File: src/rtl/hamdec_sched_if.sv
// rtl/hamdec_sched_if.sv - request/response/counter bundle for hamdec_sched
// Ports (signals):
//   req_valid[NREQ], req_cw[9*NREQ]  requester codewords, requester i owns [9i+8:9i]
//   req_ready[NREQ]                  one-hot accept strobe
//   rsp_valid, rsp_ready             response handshake
//   rsp_data, rsp_syn, rsp_corr,
//   rsp_bad, rsp_id                  decoded word, syndrome, status, originating requester
//   cnt_clr, cnt_corr, cnt_bad       error counter clear and saturating counts
// Modports: slave = scheduler side, master = requesters/consumer side.

interface hamdec_sched_if #(
  parameter int NREQ = 4,
  parameter int IDW  = 2,
  parameter int CNTW = 8
);
  logic [NREQ-1:0]   req_valid;
  logic [9*NREQ-1:0] req_cw;
  logic [NREQ-1:0]   req_ready;
  logic              rsp_valid;
  logic              rsp_ready;
  logic [4:0]        rsp_data;
  logic [3:0]        rsp_syn;
  logic              rsp_corr;
  logic              rsp_bad;
  logic [IDW-1:0]    rsp_id;
  logic              cnt_clr;
  logic [CNTW-1:0]   cnt_corr;
  logic [CNTW-1:0]   cnt_bad;

  modport slave (
    input  req_valid, req_cw, rsp_ready, cnt_clr,
    output req_ready, rsp_valid, rsp_data, rsp_syn, rsp_corr, rsp_bad, rsp_id,
           cnt_corr, cnt_bad
  );

  modport master (
    output req_valid, req_cw, rsp_ready, cnt_clr,
    input  req_ready, rsp_valid, rsp_data, rsp_syn, rsp_corr, rsp_bad, rsp_id,
           cnt_corr, cnt_bad
  );
endinterface

File: src/rtl/hamdec_sched.sv
// rtl/hamdec_sched.sv - round-robin scheduler sharing one Hamming(9,5) decoder
// hamdec95:     cw[9] in (bit 0 = position 1) -> corrected data[5] = {p9,p7,p6,p5,p3}
// hamdec_sched: clk, rst (sync, active-high), bus (hamdec_sched_if.slave):
//   arbitrates req_valid round-robin, decodes the winner's codeword in one
//   cycle, returns data/syndrome/status tagged with rsp_id, and keeps
//   saturating counts of corrected and uncorrectable responses.

module hamdec95 (
  input  logic [8:0] cw,
  output logic [4:0] data
);
  logic [3:0] syn;
  logic [8:0] fixed;

  always_comb begin
    syn[0] = cw[0] ^ cw[2] ^ cw[4] ^ cw[6] ^ cw[8];
    syn[1] = cw[1] ^ cw[2] ^ cw[5] ^ cw[6];
    syn[2] = cw[3] ^ cw[4] ^ cw[5] ^ cw[6];
    syn[3] = cw[7] ^ cw[8];
    fixed  = cw;
    // Syndromes 10..15 point outside the word, so nothing is flipped.
    for (int p = 1; p <= 9; p++) begin
      if (syn == 4'(p)) fixed[p-1] = ~cw[p-1];
    end
    data = {fixed[8], fixed[6], fixed[5], fixed[4], fixed[2]};
  end
endmodule

module hamdec_sched #(
  parameter int NREQ = 4,
  parameter int IDW  = 2,
  parameter int CNTW = 8
) (
  input logic         clk,
  input logic         rst,
  hamdec_sched_if.slave bus
);
  typedef enum logic [1:0] {IDLE, DECODE, RESP} state_t;

  state_t          state_q, state_d;
  logic [IDW-1:0]  ptr_q, id_q, win_idx;
  logic            win_found;
  logic [8:0]      win_cw, cw_q;
  logic [4:0]      dec_data, data_q;
  logic [3:0]      syn, syn_q;
  logic            corr_q, bad_q, hs;
  logic [CNTW-1:0] cnt_corr_q, cnt_bad_q;
  logic [NREQ-1:0] ready;
  int              scan_idx;

  hamdec95 a_hamdec (
    .cw   (cw_q),
    .data (dec_data)
  );

  // Local syndrome of the latched word; feeds status only.
  always_comb begin
    syn[0] = cw_q[0] ^ cw_q[2] ^ cw_q[4] ^ cw_q[6] ^ cw_q[8];
    syn[1] = cw_q[1] ^ cw_q[2] ^ cw_q[5] ^ cw_q[6];
    syn[2] = cw_q[3] ^ cw_q[4] ^ cw_q[5] ^ cw_q[6];
    syn[3] = cw_q[7] ^ cw_q[8];
  end

  // Winner = first valid requester at or above the pointer, wrapping.
  always_comb begin
    win_found = 1'b0;
    win_idx   = '0;
    win_cw    = '0;
    scan_idx  = 0;
    for (int k = 0; k < NREQ; k++) begin
      scan_idx = int'(ptr_q) + k;
      if (scan_idx >= NREQ) scan_idx = scan_idx - NREQ;
      if (!win_found && bus.req_valid[IDW'(scan_idx)]) begin
        win_found = 1'b1;
        win_idx   = IDW'(scan_idx);
      end
    end
    for (int i = 0; i < NREQ; i++) begin
      if (win_idx == IDW'(i)) win_cw = bus.req_cw[9*i +: 9];
    end
  end

  always_comb begin
    state_d = state_q;
    ready   = '0;
    hs      = (state_q == RESP) && bus.rsp_ready;
    case (state_q)
      IDLE: begin
        if (win_found) begin
          ready[win_idx] = 1'b1;
          state_d        = DECODE;
        end
      end
      DECODE:  state_d = RESP;
      RESP:    if (bus.rsp_ready) state_d = IDLE;
      default: state_d = IDLE;
    endcase
  end

  always_ff @(posedge clk) begin
    if (rst) begin
      state_q    <= IDLE;
      ptr_q      <= '0;
      id_q       <= '0;
      cw_q       <= '0;
      data_q     <= '0;
      syn_q      <= '0;
      corr_q     <= 1'b0;
      bad_q      <= 1'b0;
      cnt_corr_q <= '0;
      cnt_bad_q  <= '0;
    end else begin
      state_q <= state_d;
      if (state_q == IDLE && win_found) begin
        cw_q <= win_cw;
        id_q <= win_idx;
      end
      if (state_q == DECODE) begin
        data_q <= dec_data;
        syn_q  <= syn;
        corr_q <= (syn != 4'd0) && (syn <= 4'd9);
        bad_q  <= (syn >= 4'd10);
      end
      if (hs) ptr_q <= (id_q == IDW'(NREQ - 1)) ? '0 : id_q + 1'b1;
      // Clear wins over a same-cycle increment.
      if (bus.cnt_clr) begin
        cnt_corr_q <= '0;
        cnt_bad_q  <= '0;
      end else if (hs) begin
        if (corr_q && cnt_corr_q != '1) cnt_corr_q <= cnt_corr_q + 1'b1;
        if (bad_q && cnt_bad_q != '1)   cnt_bad_q  <= cnt_bad_q + 1'b1;
      end
    end
  end

  assign bus.req_ready = ready;
  assign bus.rsp_valid = (state_q == RESP);
  assign bus.rsp_data  = data_q;
  assign bus.rsp_syn   = syn_q;
  assign bus.rsp_corr  = corr_q;
  assign bus.rsp_bad   = bad_q;
  assign bus.rsp_id    = id_q;
  assign bus.cnt_corr  = cnt_corr_q;
  assign bus.cnt_bad   = cnt_bad_q;
endmodule
File: src/flat_wrapper.sv
// flat-port wrapper written by rule: the top's interface ports become plain ports
module hamdec_sched_flat 
#(
  parameter int NREQ = 4,
  parameter int IDW  = 2,
  parameter int CNTW = 8
)
  (clk, rst, bus_req_valid, bus_req_cw, bus_rsp_ready, bus_cnt_clr, bus_req_ready, bus_rsp_valid, bus_rsp_data, bus_rsp_syn, bus_rsp_corr, bus_rsp_bad, bus_rsp_id, bus_cnt_corr, bus_cnt_bad);
  hamdec_sched_if #(.NREQ(NREQ), .IDW(IDW), .CNTW(CNTW)) bus_i ();
  input logic clk;
  input logic rst;
  input wire logic [$bits(bus_i.req_valid)-1:0] bus_req_valid;
  input wire logic [$bits(bus_i.req_cw)-1:0] bus_req_cw;
  input wire logic [$bits(bus_i.rsp_ready)-1:0] bus_rsp_ready;
  input wire logic [$bits(bus_i.cnt_clr)-1:0] bus_cnt_clr;
  output wire logic [$bits(bus_i.req_ready)-1:0] bus_req_ready;
  output wire logic [$bits(bus_i.rsp_valid)-1:0] bus_rsp_valid;
  output wire logic [$bits(bus_i.rsp_data)-1:0] bus_rsp_data;
  output wire logic [$bits(bus_i.rsp_syn)-1:0] bus_rsp_syn;
  output wire logic [$bits(bus_i.rsp_corr)-1:0] bus_rsp_corr;
  output wire logic [$bits(bus_i.rsp_bad)-1:0] bus_rsp_bad;
  output wire logic [$bits(bus_i.rsp_id)-1:0] bus_rsp_id;
  output wire logic [$bits(bus_i.cnt_corr)-1:0] bus_cnt_corr;
  output wire logic [$bits(bus_i.cnt_bad)-1:0] bus_cnt_bad;
  assign bus_i.req_valid = bus_req_valid;
  assign bus_i.req_cw = bus_req_cw;
  assign bus_i.rsp_ready = bus_rsp_ready;
  assign bus_i.cnt_clr = bus_cnt_clr;
  assign bus_req_ready = bus_i.req_ready;
  assign bus_rsp_valid = bus_i.rsp_valid;
  assign bus_rsp_data = bus_i.rsp_data;
  assign bus_rsp_syn = bus_i.rsp_syn;
  assign bus_rsp_corr = bus_i.rsp_corr;
  assign bus_rsp_bad = bus_i.rsp_bad;
  assign bus_rsp_id = bus_i.rsp_id;
  assign bus_cnt_corr = bus_i.cnt_corr;
  assign bus_cnt_bad = bus_i.cnt_bad;
  hamdec_sched #(.NREQ(NREQ), .IDW(IDW), .CNTW(CNTW)) u_core (.clk(clk), .rst(rst), .bus(bus_i));
endmodule
File: config.mk
export PLATFORM = sky130hd
export DESIGN_NAME = hamdec_sched_flat
export DESIGN_NICKNAME = d
export VERILOG_FILES = /design/src/rtl/hamdec_sched_if.sv /design/src/rtl/hamdec_sched.sv /design/src/flat_wrapper.sv
export SDC_FILE = /design/constraint.sdc
export NUM_CORES = 1
export LEC_CHECK = 0
export CAP_MARGIN = 10
export CORE_UTILIZATION = 45
export DETAILED_ROUTE_END_ITERATION = 16
export PLACE_DENSITY_LB_ADDON = 0.05
export SETUP_SLACK_MARGIN = 0.15
export SYNTH_ARGS = -nofsm -noshare
export SYNTH_HDL_FRONTEND = slang
export SYNTH_SLANG_ARGS = --single-unit
File: constraint.sdc
create_clock -name clk -period 5.8 [get_ports clk]
set_input_delay 1.16 -clock clk [delete_from_list [all_inputs] [get_ports clk]]
set_output_delay 1.16 -clock clk [all_outputs]
set_load 0.02 [all_outputs]
==> metrics.md, run 1 <==
| Metric | Value |
|---|---|
| Pwr dens | 258 nW/um^2 |
| Final design utilization | 0.651 |
| Average wire per standard cell | 14.0 microns |
| # setup viols final | 0 |
| Mean post-synth cell area | 8.24 sq um |
| Hold Buf Count CTS | 0 |
| Final hold vios | 0 |
| Synth unique cells | 48 |
| Peak supply drop | 144 uV |
| Vias per inst | 5.45 |
| Post-synthesis sequential area ratio | 0.355 |
| Final TNS setup | 0 ns |
| Post-synth top area share | 0.355 |
| Status | finished clean |
| Dpl hpwl | 4700 microns |
| Max Slew Vio Count | 0 |
| Htree depth | 2 |
| Via count | 2,349 |
| Congestion Overflow GR | 0 |
| Final Cycle Share | 0.790 |
| Crit Path Category | in -> out |
| Post-synth top area cell | dfxtp_1 |
| Root cell of the clock tree | clkbuf_8 |
| RSZ-0062 raised after global routing | false |
| Die ar. | 5550 sq um |
| Die H | 74.5 microns |
| First drt pass iteration count | 4 |
| DRC errors left | 0 |
| Synth Cell Area | 2370 sq um |
| Routed wire length | 6040 microns |
| Sequential cell area | 841 sq um |
| Post-Synthesis Net Count | 334 |
| Synth warn | 0 |
| Worst setup SP type | input pin |
| Min Clock Period, post-route | 4.58 ns |
| CP arrival | 3.42 ns |
| Least-Margin Pin Slew | 1.04 ns |
| WHS | 0.486 ns |
| Worst skew pair latency | 0.30 ns |
| Maxcap violations | 0 |
| Number of global-route vias before repair | 2,087 |
| Ports | 78 |
| First-pass GRT wire length | 9470 microns |
| Area of the multi-input gates | 1450 sq um |
| Port Buffer Count | 77 |
| Post-CTS setup buffers | 0 |
| Crit. End Element | output pin |
| Clock Skew | 0.00521 ns |
| Initial antenna violation count | 0 |
| Dominant synthesized flop cell | dfxtp_1 |
| Layout cells sized above 1 | 0.0499 |
| Synth Register Bits | 42 |
| TritonCTS buffer count | 5 |
| FMAX | 218 MHz |
| Post-CTS resize count | 0 |
| Final net count | 408 |
| Crit Path Max Fanout | 9 |
| Clock sinks | 42 |
| Hold/Removal Path Class | reg -> reg |
| Leak | 0.00117 uW |
| CTS max path bufs | 2 |
| Die X | 74.5 microns |
| Final-layout fill cell count | 474 |
| Mapped Cells | 287 |
| Iteration-0 DRC Markers | 78 |
| Number of synthesized flops with an enable pin | 0 |
| Ant diodes | 0 |
| Final GP Congestion | 0.850 |
| ANT nets after route | 0 |
| TritonCTS clock tree | yes |
| Row count | 26 |
| Req. time, crit path | 4.64 ns |
| Starting Density | 0.466 |
| Total global routing track utilization | 0.227 |
| Synth async-reset ratio | 0 |
| Synth-to-Final Area Change | 39.6% |
| Pin count of the biggest net entering global routing | 30 |
| Clock-pin slew on the worst setup and hold paths | 0.08 ns |
| Worst slew margin | 0.304 |
| CORE AREA | 5070 sq um |
| Leading post-synthesis cells by cell area | dfxtp_1 36%, nor2_1 6.8%, xnor2_1 5.2%, a21oi_1 4.0%, a211oi_1 3.8% |
==> final timing paths <==
kind                 startpoint                     end  slack (ns)  cells after the start
max            bus_req_valid[2]        bus_req_ready[0]        1.22                      6
min          u_core.bus.rsp_bad      u_core.bus.rsp_bad        0.49                      2
max reg2reg      u_core.cw_q[8]  u_core.bus.rsp_data[2]        3.88                      5
min reg2reg  u_core.bus.rsp_bad      u_core.bus.rsp_bad        0.49                      2
==> logic make-up (layout without fill, tap and decap cells) <==
| group | after synthesis | in the layout | share of synthesized area |
|---|---|---|---|
| mux | 2 | 2 | 0.00846 |
| buf+inv | 21 | 95 | 0.0333 |
| compound gates | 77 | 77 | 0.223 |
| simple gates | 117 | 117 | 0.253 |
| xor+xnor | 25 | 25 | 0.111 |
| fa+ha+maj | 3 | 3 | 0.0159 |
| flops | 42 | 42 | 0.355 |
==> synth_stat cells, drive strengths merged (2+ instances only) <==
cell and count:
buf 2, a21o 7, nor4b 2, nand2 16
a311oi 9, or3 2, o41ai 2, dfxtp 42
o21a 4, nor2b 5, a211o 2, o21ai 11
o31ai 3, ha 3, nand3b 2, nand4 5
and3 5, xor2 6, nor3 9, nor2 43
nand2b 3, clkbuf 9, a211oi 13, nand3 17
a21oi 19, inv 10, xnor2 18, or2 2
mux2i 2
==> metrics by stage <==
step | area, sq um | instances | worst slack, ns | power [uW]
floorplan | 2370 | 287 | 2.12 | 527
finish | 3300 | 431 | 1.22 | 853
detailed placement | 3190 | 424 | 1.28 | 622
CTS | 3300 | 431 | 1.25 | 859
global placement | 3190 | 424 | 1.27 | 619
global route | 3300 | 431 | 1.09 | 899
==> area by class of cell <==
cell class | instances | share of cell area
Clock buffer | 6 | 0.0250
Tap cell | 70 | 0.0265
Timing Repair Buffer | 78 | 0.236
Sequential cell | 42 | 0.255
Inverter | 10 | 0.0114
Clock inverter | 1 | 0.00909
Multi-Input combinational cell | 224 | 0.438
==> worst max-delay path, stage by stage <==
cell and delay [ns]:
clkdlybuf4s50_1 0.54, nor2b_1 0.23, a211oi_1 0.47, nor2_1 0.20, nor3_1 0.19, clkdlybuf4s50_1 0.64
==> report_power, final <==
part / switching [uW] / leakage, uW / internal [uW]
Clock: 99.3 / 0.0000573 / 138
Combinational: 145 / 0.000770 / 138
Sequential: 21.8 / 0.000343 / 311
==> registers in the layout (all words and copies together) (netlist names) <==
signal / count
u_core.bus.rsp_syn: 4
u_core.bus.rsp_bad: 1
u_core.bus.rsp_corr: 1
u_core.ptr_q: 2
u_core.bus.cnt_corr: 8
u_core.cw_q: 9
u_core.bus.rsp_id: 2
u_core.state_q: 2
u_core.bus.rsp_data: 5
u_core.bus.cnt_bad: 8
==> layer usage <==
metal | GRT usage | up-vias | share of wire
li1 | - | 1190 | -
met1 | 0.311 | 1073 | 0.48
met2 | 0.350 | 77 | 0.44
met3 | 0.0542 | 9 | 0.064
met4 | 0.0755 | 0 | 0.012
met5 | 0 | - | 0
==> placed cells by master, fill, tap and decap left out, drive strengths merged, types with 4 or more instances in the layout <==
cell           count
xnor2             18
a21o               7
nor3               9
nor2b              5
o21a               4
nand4              5
o21ai             11
clkdlybuf4s50     77
a21oi             19
nor2              43
dfxtp             42
and3               5
xor2               6
clkbuf             6
inv               10
a311oi             9
a211oi            13
nand3             17
nand2             16
Note: power is estimated with default switching activity, not from simulation.
==> run 2, diff against run 1 <==
--- a/config.mk
+++ b/config.mk
@@ -6,7 +6,7 @@
 export NUM_CORES = 1
 export LEC_CHECK = 0
 export CAP_MARGIN = 10
-export CORE_UTILIZATION = 45
+export CORE_UTILIZATION = 42
 export DETAILED_ROUTE_END_ITERATION = 16
 export PLACE_DENSITY_LB_ADDON = 0.05
 export SETUP_SLACK_MARGIN = 0.15
==> constraint.sdc (replaced) <==
create_clock -name clk -period 3.65 [get_ports clk]
set_input_delay 0.73 -clock clk [delete_from_list [all_inputs] [get_ports clk]]
set_output_delay 0.73 -clock clk [all_outputs]
set_load 0.02 [all_outputs]
==> metrics.md, run 2 (synthesis results as in run 1) <==
| Metric | Value |
|---|---|
| Slowest-stage cell, CP | clkdlybuf4s50_1 |
| Pwr dens | 388 nW/um^2 (+50%) |
| Vias per inst | 5.48 (+0.60%) |
| Initial antenna violation count | 0 (unchanged) |
| Final Cycle Share | 0.934 |
| Total power | 1290 uW (+51%) |
| Ports | 78 (unchanged) |
| Max Slew Vio Count | 0 (unchanged) |
| TritonCTS buffer count | 5 (unchanged) |
| DRC errors left | 0 (unchanged) |
| CTS max path bufs | 2 (unchanged) |
| Dpl hpwl | 4660 microns (-0.89%) |
| Number of global-route vias before repair | 2,092 (+0.24%) |
| Final TNS setup | 0 ns (unchanged) |
| Slowest stage delay, CP | 0.64 ns (about the same) |
| Worst setup SP type | input pin |
| Root cell of the clock tree | clkbuf_8 |
| Row count | 26 (unchanged) |
| Via count | 2,396 (+2.0%) |
| Htree depth | 2 (unchanged) |
| Total global routing track utilization | 0.205 (-0.0219) |
| Pin count of the biggest net entering global routing | 18 (-40%) |
| Hold/Removal Path Class | reg -> reg |
| CP bufs+invs | 2 (unchanged) |
| Iteration-0 DRC Markers | 86 (+10%) |
| Largest register FFs | 9 (unchanged) |
| First-pass GRT wire length | 9780 microns (+3.2%) |
| CP Launch Point | bus_req_valid[1] |
| Most used cell, CP | clkdlybuf4s50_1 |
| FMAX | 293 MHz |
| Final net count | 413 (+1.2%) |
| Commonest cells after routing, fill and taps aside | 75 x clkdlybuf4s50_1, 43 x nor2_1, 42 x dfxtp_1 |
| TritonCTS clock tree | yes |
| CORE AREA | 5270 sq um (+3.8%) |
| First drt pass iteration count | 4 (unchanged) |
| Port Buffer Count | 77 (unchanged) |
| CP Cell Sequence | clkdlybuf4s50_1 > nor2_1 > a211oi_1 > and3_1 > clkdlybuf4s50_1 |
| Post-Place Cells | 429 (+1.2%) |
| Placed inst area | 3230 sq um (+1.2%) |
| Cells on worst reg2reg path | 5 (unchanged) |
| CP Capture Point | bus_req_ready[2] |
| Crit Path Max Fanout | 8 (-1) |
| Status | finished clean |
| Worst skew pair latency | 0.30 ns (about the same) |
| Hold Buf Count CTS | 0 (unchanged) |
| ANT nets after route | 0 (unchanged) |
| Final-layout fill cell count | 508 (+7.2%) |
| Sequential cell area | 841 sq um (unchanged) |
| Congestion Overflow GR | 0 (unchanged) |
| Most flop-heavy register | u_core.cw_q |
| Die ar. | 5940 sq um (+6.9%) |
| Min Clock Period, post-route | 3.41 ns |
| CP Depth | 5 (-1) |
| Reg-to-Reg End | u_core.bus.cnt_bad[6] |
| Leak | 0.00120 uW (+2.7%) |
| Setup slack, reg-to-reg | 1.73 ns (-2.15 ns) |
| Die H | 77.1 microns (+3.4%) |
| Clock-pin slew on the worst setup and hold paths | 0.08 ns (about the same) |
| Req. time, crit path | 2.92 ns (-1.72 ns) |
| Die X | 77.1 microns (+3.4%) |
| Peak supply drop | 159 uV (+10%) |
| Crit Path Category | in -> out |
| RSZ-0062 raised after global routing | false |
| Average wire per standard cell | 14.0 microns (-0.43%) |
| Routed wire length | 6100 microns (+0.96%) |
| Clock sinks | 42 (unchanged) |
| CP delay by family, top | buffers and inverters |
| Final GP Congestion | 0.911 (+7.2%) |
| Ant diodes | 0 (unchanged) |
| Least-Margin Pin Slew | 1.02 ns (-0.0179 ns) |
| Worst slew margin | 0.317 (+0.0127) |
| Final hold vios | 0 (unchanged) |
| Reg2reg start | u_core.state_q[1] |
| Fin area | 3330 sq um (+0.83%) |
| Maxcap violations | 0 (unchanged) |
| Clock Skew | 0.0148 ns (+0.00962 ns) |
| Synth-to-Final Area Change | 40.8% |
| Area of the multi-input gates | 1460 sq um (+0.61%) |
| Finished Layout Cells | 437 (+1.4%) |
| Crit. End Element | output pin |
| # setup viols final | 0 (unchanged) |
| CP arrival | 2.68 ns (-0.74 ns) |
| Most common cell after layout, fill and taps aside | clkdlybuf4s50_1 |
| Layout cells sized above 1 | 0.0708 (+0.0210) |
| Starting Density | 0.449 (-0.0173) |
run 2: cell type report:
class | count | share of cell area
Clock inverter | 3 | 0.00714
Sequential cell | 42 | 0.252
Inverter | 10 | 0.0113
Clock buffer | 5 | 0.0207
Timing Repair Buffer | 83 | 0.245
Multi-Input combinational cell | 224 | 0.437
Tap cell | 70 | 0.0263
run 2: stage by stage:
step	hold slack [ns]	worst slack, ns	util
after floorplan	0.480	0.828	-
after global placement	0.467	0.0954	0.613
after detailed placement	0.486	0.0878	0.613
after CTS	0.502	0.176	0.630
after global routing	0.522	0.189	0.632
final	0.501	0.241	0.632
run 2: what timing repair did:
item,4_1_cts,5_1_grt
setup buffers,0,0
gates resized for setup,2,2
hold endpoints to repair,0,0
setup endpoints to repair,1,2
run 2: power by group:
part / switching, uW / internal [uW]
clock network: 172 / 137
registers: 34.5 / 495
logic: 230 / 224
run 2: worst min-delay path by stage:
stage / endpoint / cells after the start / from
finish: u_core.bus.rsp_syn[3] / 2 / u_core.bus.rsp_syn[3]
global route: u_core.bus.rsp_corr / 2 / u_core.bus.rsp_corr
CTS: u_core.bus.rsp_syn[3] / 2 / u_core.bus.rsp_syn[3]
detailed placement: u_core.bus.rsp_syn[0] / 2 / u_core.bus.rsp_syn[0]
global placement: u_core.bus.rsp_bad / 2 / u_core.bus.rsp_bad
floorplan: u_core.bus.rsp_data[4] / 2 / u_core.cw_q[7]
run 2: layer usage:
layer | wire, microns | global-route usage | vias up
met5 | 0 | 0 | -
met3 | 316 | 0.0393 | 5
met1 | 3000 | 0.283 | 1109
met4 | 59 | 0.0566 | 0
li1 | - | - | 1200
met2 | 2720 | 0.324 | 82
run 2: worst register-to-register path, stage by stage, from the launching register on:
cell       delay [ns]
dfxtp_1          0.46
nand4b_1         0.21
a2111oi_0        0.74
nand4_1          0.20
xor2_1           0.16
nor2_1           0.05
==> run 3, diff against run 2 <==
--- a/config.mk
+++ b/config.mk
@@ -6,9 +6,12 @@
 export NUM_CORES = 1
 export LEC_CHECK = 0
 export CAP_MARGIN = 10
-export CORE_UTILIZATION = 42
+export CELL_PAD_IN_SITES_DETAIL_PLACEMENT = 1
+export CELL_PAD_IN_SITES_GLOBAL_PLACEMENT = 1
+export CORE_UTILIZATION = 30
 export DETAILED_ROUTE_END_ITERATION = 16
 export PLACE_DENSITY_LB_ADDON = 0.05
+export RECOVER_POWER = 100
 export SETUP_SLACK_MARGIN = 0.15
 export SYNTH_ARGS = -nofsm -noshare
 export SYNTH_HDL_FRONTEND = slang
==> metrics.md, run 3 (synthesis results as in run 1) <==
| Metric | Value |
|---|---|
| First-pass GRT wire length | 11,800 microns (+21%) |
| Peak supply drop | 162 uV (+1.9%) |
| Ports | 78 (unchanged) |
| Iteration-0 DRC Markers | 46 (-47%) |
| Clock Skew | 0.0151 ns (+0.000238 ns) |
| Reg2reg start | u_core.ptr_q[0] |
| Worst setup SP type | input pin |
| Die H | 90.8 microns (+18%) |
| Final GP Congestion | 0.841 (-7.6%) |
| Worst skew pair latency | 0.30 ns (about the same) |
| Synth-to-Final Area Change | 42.7% |
| Most common cell after layout, fill and taps aside | nor2_1 |
| Most flop-heavy register | u_core.cw_q |
| Largest register FFs | 9 (unchanged) |
| Layout cells sized above 1 | 0.0699 (-0.000952) |
| Crit Path Category | in -> out |
| RSZ-0062 raised after global routing | true |
| Final TNS setup | 0 ns (unchanged) |
| Least-Margin Pin Slew | 1.08 ns (+0.0598 ns) |
| Cells on worst reg2reg path | 5 (unchanged) |
| Root cell of the clock tree | clkbuf_8 |
| # setup viols final | 0 (unchanged) |
| First drt pass iteration count | 4 (unchanged) |
| Ant diodes | 0 (unchanged) |
| Via count | 2,384 (-0.50%) |
| Worst min-delay path startpoint | u_core.bus.rsp_bad |
| Final design utilization | 0.439 (-0.193) |
| Final hold vios | 0 (unchanged) |
| Row count | 32 (+23%) |
| CORE AREA | 7690 sq um (+46%) |
| Die X | 90.8 microns (+18%) |
| Pin count of the biggest net entering global routing | 18 (unchanged) |
| CTS max path bufs | 2 (unchanged) |
| Post-CTS setup buffers | 0 (unchanged) |
| Hold/Removal Path Class | reg -> reg |
| Total power | 1290 uW (-0.44%) |
| Status | finished clean |
| Dpl hpwl | 5730 microns (+23%) |
| Port Buffer Count | 77 (unchanged) |
| Initial antenna violation count | 0 (unchanged) |
| Hold Crit Depth | 2 (unchanged) |
| Hold path endpoint | u_core.bus.rsp_bad |
| Reg-to-Reg End | u_core.cw_q[7] |
| Average wire per standard cell | 15.0 microns (+7.7%) |
| Crit Path Max Fanout | 5 (-3) |
| Min Clock Period, post-route | 3.49 ns (+0.0852 ns) |
| Vias per inst | 5.03 (-8.3%) |
| Total global routing track utilization | 0.178 (-0.0266) |
| Crit. End Element | output pin |
| Leak | 0.00130 uW (+7.9%) |
| Commonest cells after routing, fill and taps aside | 43 x nor2_1, 42 x dfxtp_1, 41 x clkdlybuf4s50_1 |
| Starting Density | 0.308 (-0.141) |
| Setup slack, reg-to-reg | 1.37 ns (-0.36 ns) |
| Congestion Overflow GR | 0 (unchanged) |
| Clock sinks | 42 (unchanged) |
| Htree depth | 2 (unchanged) |
| Max Slew Vio Count | 0 (unchanged) |
| ANT nets after route | 0 (unchanged) |
| Maxcap violations | 0 (unchanged) |
| FMAX | 286 MHz (-2.4%) |
| Hold Buf Count CTS | 0 (unchanged) |
| Post-CTS resize count | 0 (-2) |
| Worst slew margin | 0.277 (-0.0399) |
| CP arrival | 2.76 ns (+0.08 ns) |
| Final Cycle Share | 0.957 (+0.0233) |
| Clock-pin slew on the worst setup and hold paths | 0.09 ns (about the same) |
| TritonCTS buffer count | 5 (unchanged) |
| Req. time, crit path | 2.92 ns (about the same) |
| Routed wire length | 7120 microns (+17%) |
| Setup WS post-layout | 0.155 ns (-0.0852 ns) |
| Pre-CTS setup slack | 0.182 ns (+0.0937 ns) |
| Final net count | 418 (+1.2%) |
| Die ar. | 8250 sq um (+39%) |
| DRC errors left | 0 (unchanged) |
| TritonCTS clock tree | yes |
| Number of global-route vias before repair | 2,344 (+12%) |
| Pwr dens | 381 nW/um^2 (-1.8%) |
run 3: area by class of cell:
cell class                      instances  area, sq um
Inverter                               10         37.5
Fill cell                             925         4310
Multi-Input combinational cell        224         1430
Sequential cell                        42          841
Timing Repair Buffer                   88          843
Tap cell                              102          128
Clock buffer                            7         86.3
Clock inverter                          1         8.76
run 3: worst max path at each step:
stage                          start               end  slack [ns]
floorplan           bus_req_valid[2]  bus_req_ready[0]        0.83
global placement    bus_req_valid[2]  bus_req_ready[0]        0.20
detailed placement  bus_req_valid[2]  bus_req_ready[0]        0.18
CTS                 bus_req_valid[2]  bus_req_ready[0]        0.16
global route        bus_req_valid[0]  bus_req_ready[2]        0.06
finish              bus_req_valid[2]  bus_req_ready[0]        0.16
run 3: where the power goes:
part	internal, uW	switching, uW
Combinational	206	223
Sequential	495	34.9
Clock	157	171
Total	857	429
run 3: stage by stage:
step                      hold WS (ns)  cells  cell area [sq um]
after floorplan                  0.480    287               2370
after global placement           0.469    466               3310
after detailed placement         0.477    466               3310
after CTS                        0.495    474               3400
after global routing             0.507    474               3380
final                            0.482    474               3380
run 3: worst max-delay path: stages:
cell and delay [ns]:
clkdlybuf4s50_1 0.50, nor2b_1 0.21, a211oi_1 0.37, nor2_1 0.12
nor3_1 0.15, dlygate4sd3_1 0.70
run 3: routing by layer:
layer | vias to the layer above | wire length, microns | track usage
met4 | 0 | 48 | 0.0317
met3 | 5 | 233 | 0.0337
met2 | 49 | 3270 | 0.277
met5 | - | 0 | 0
met1 | 1116 | 3570 | 0.258
li1 | 1214 | - | -
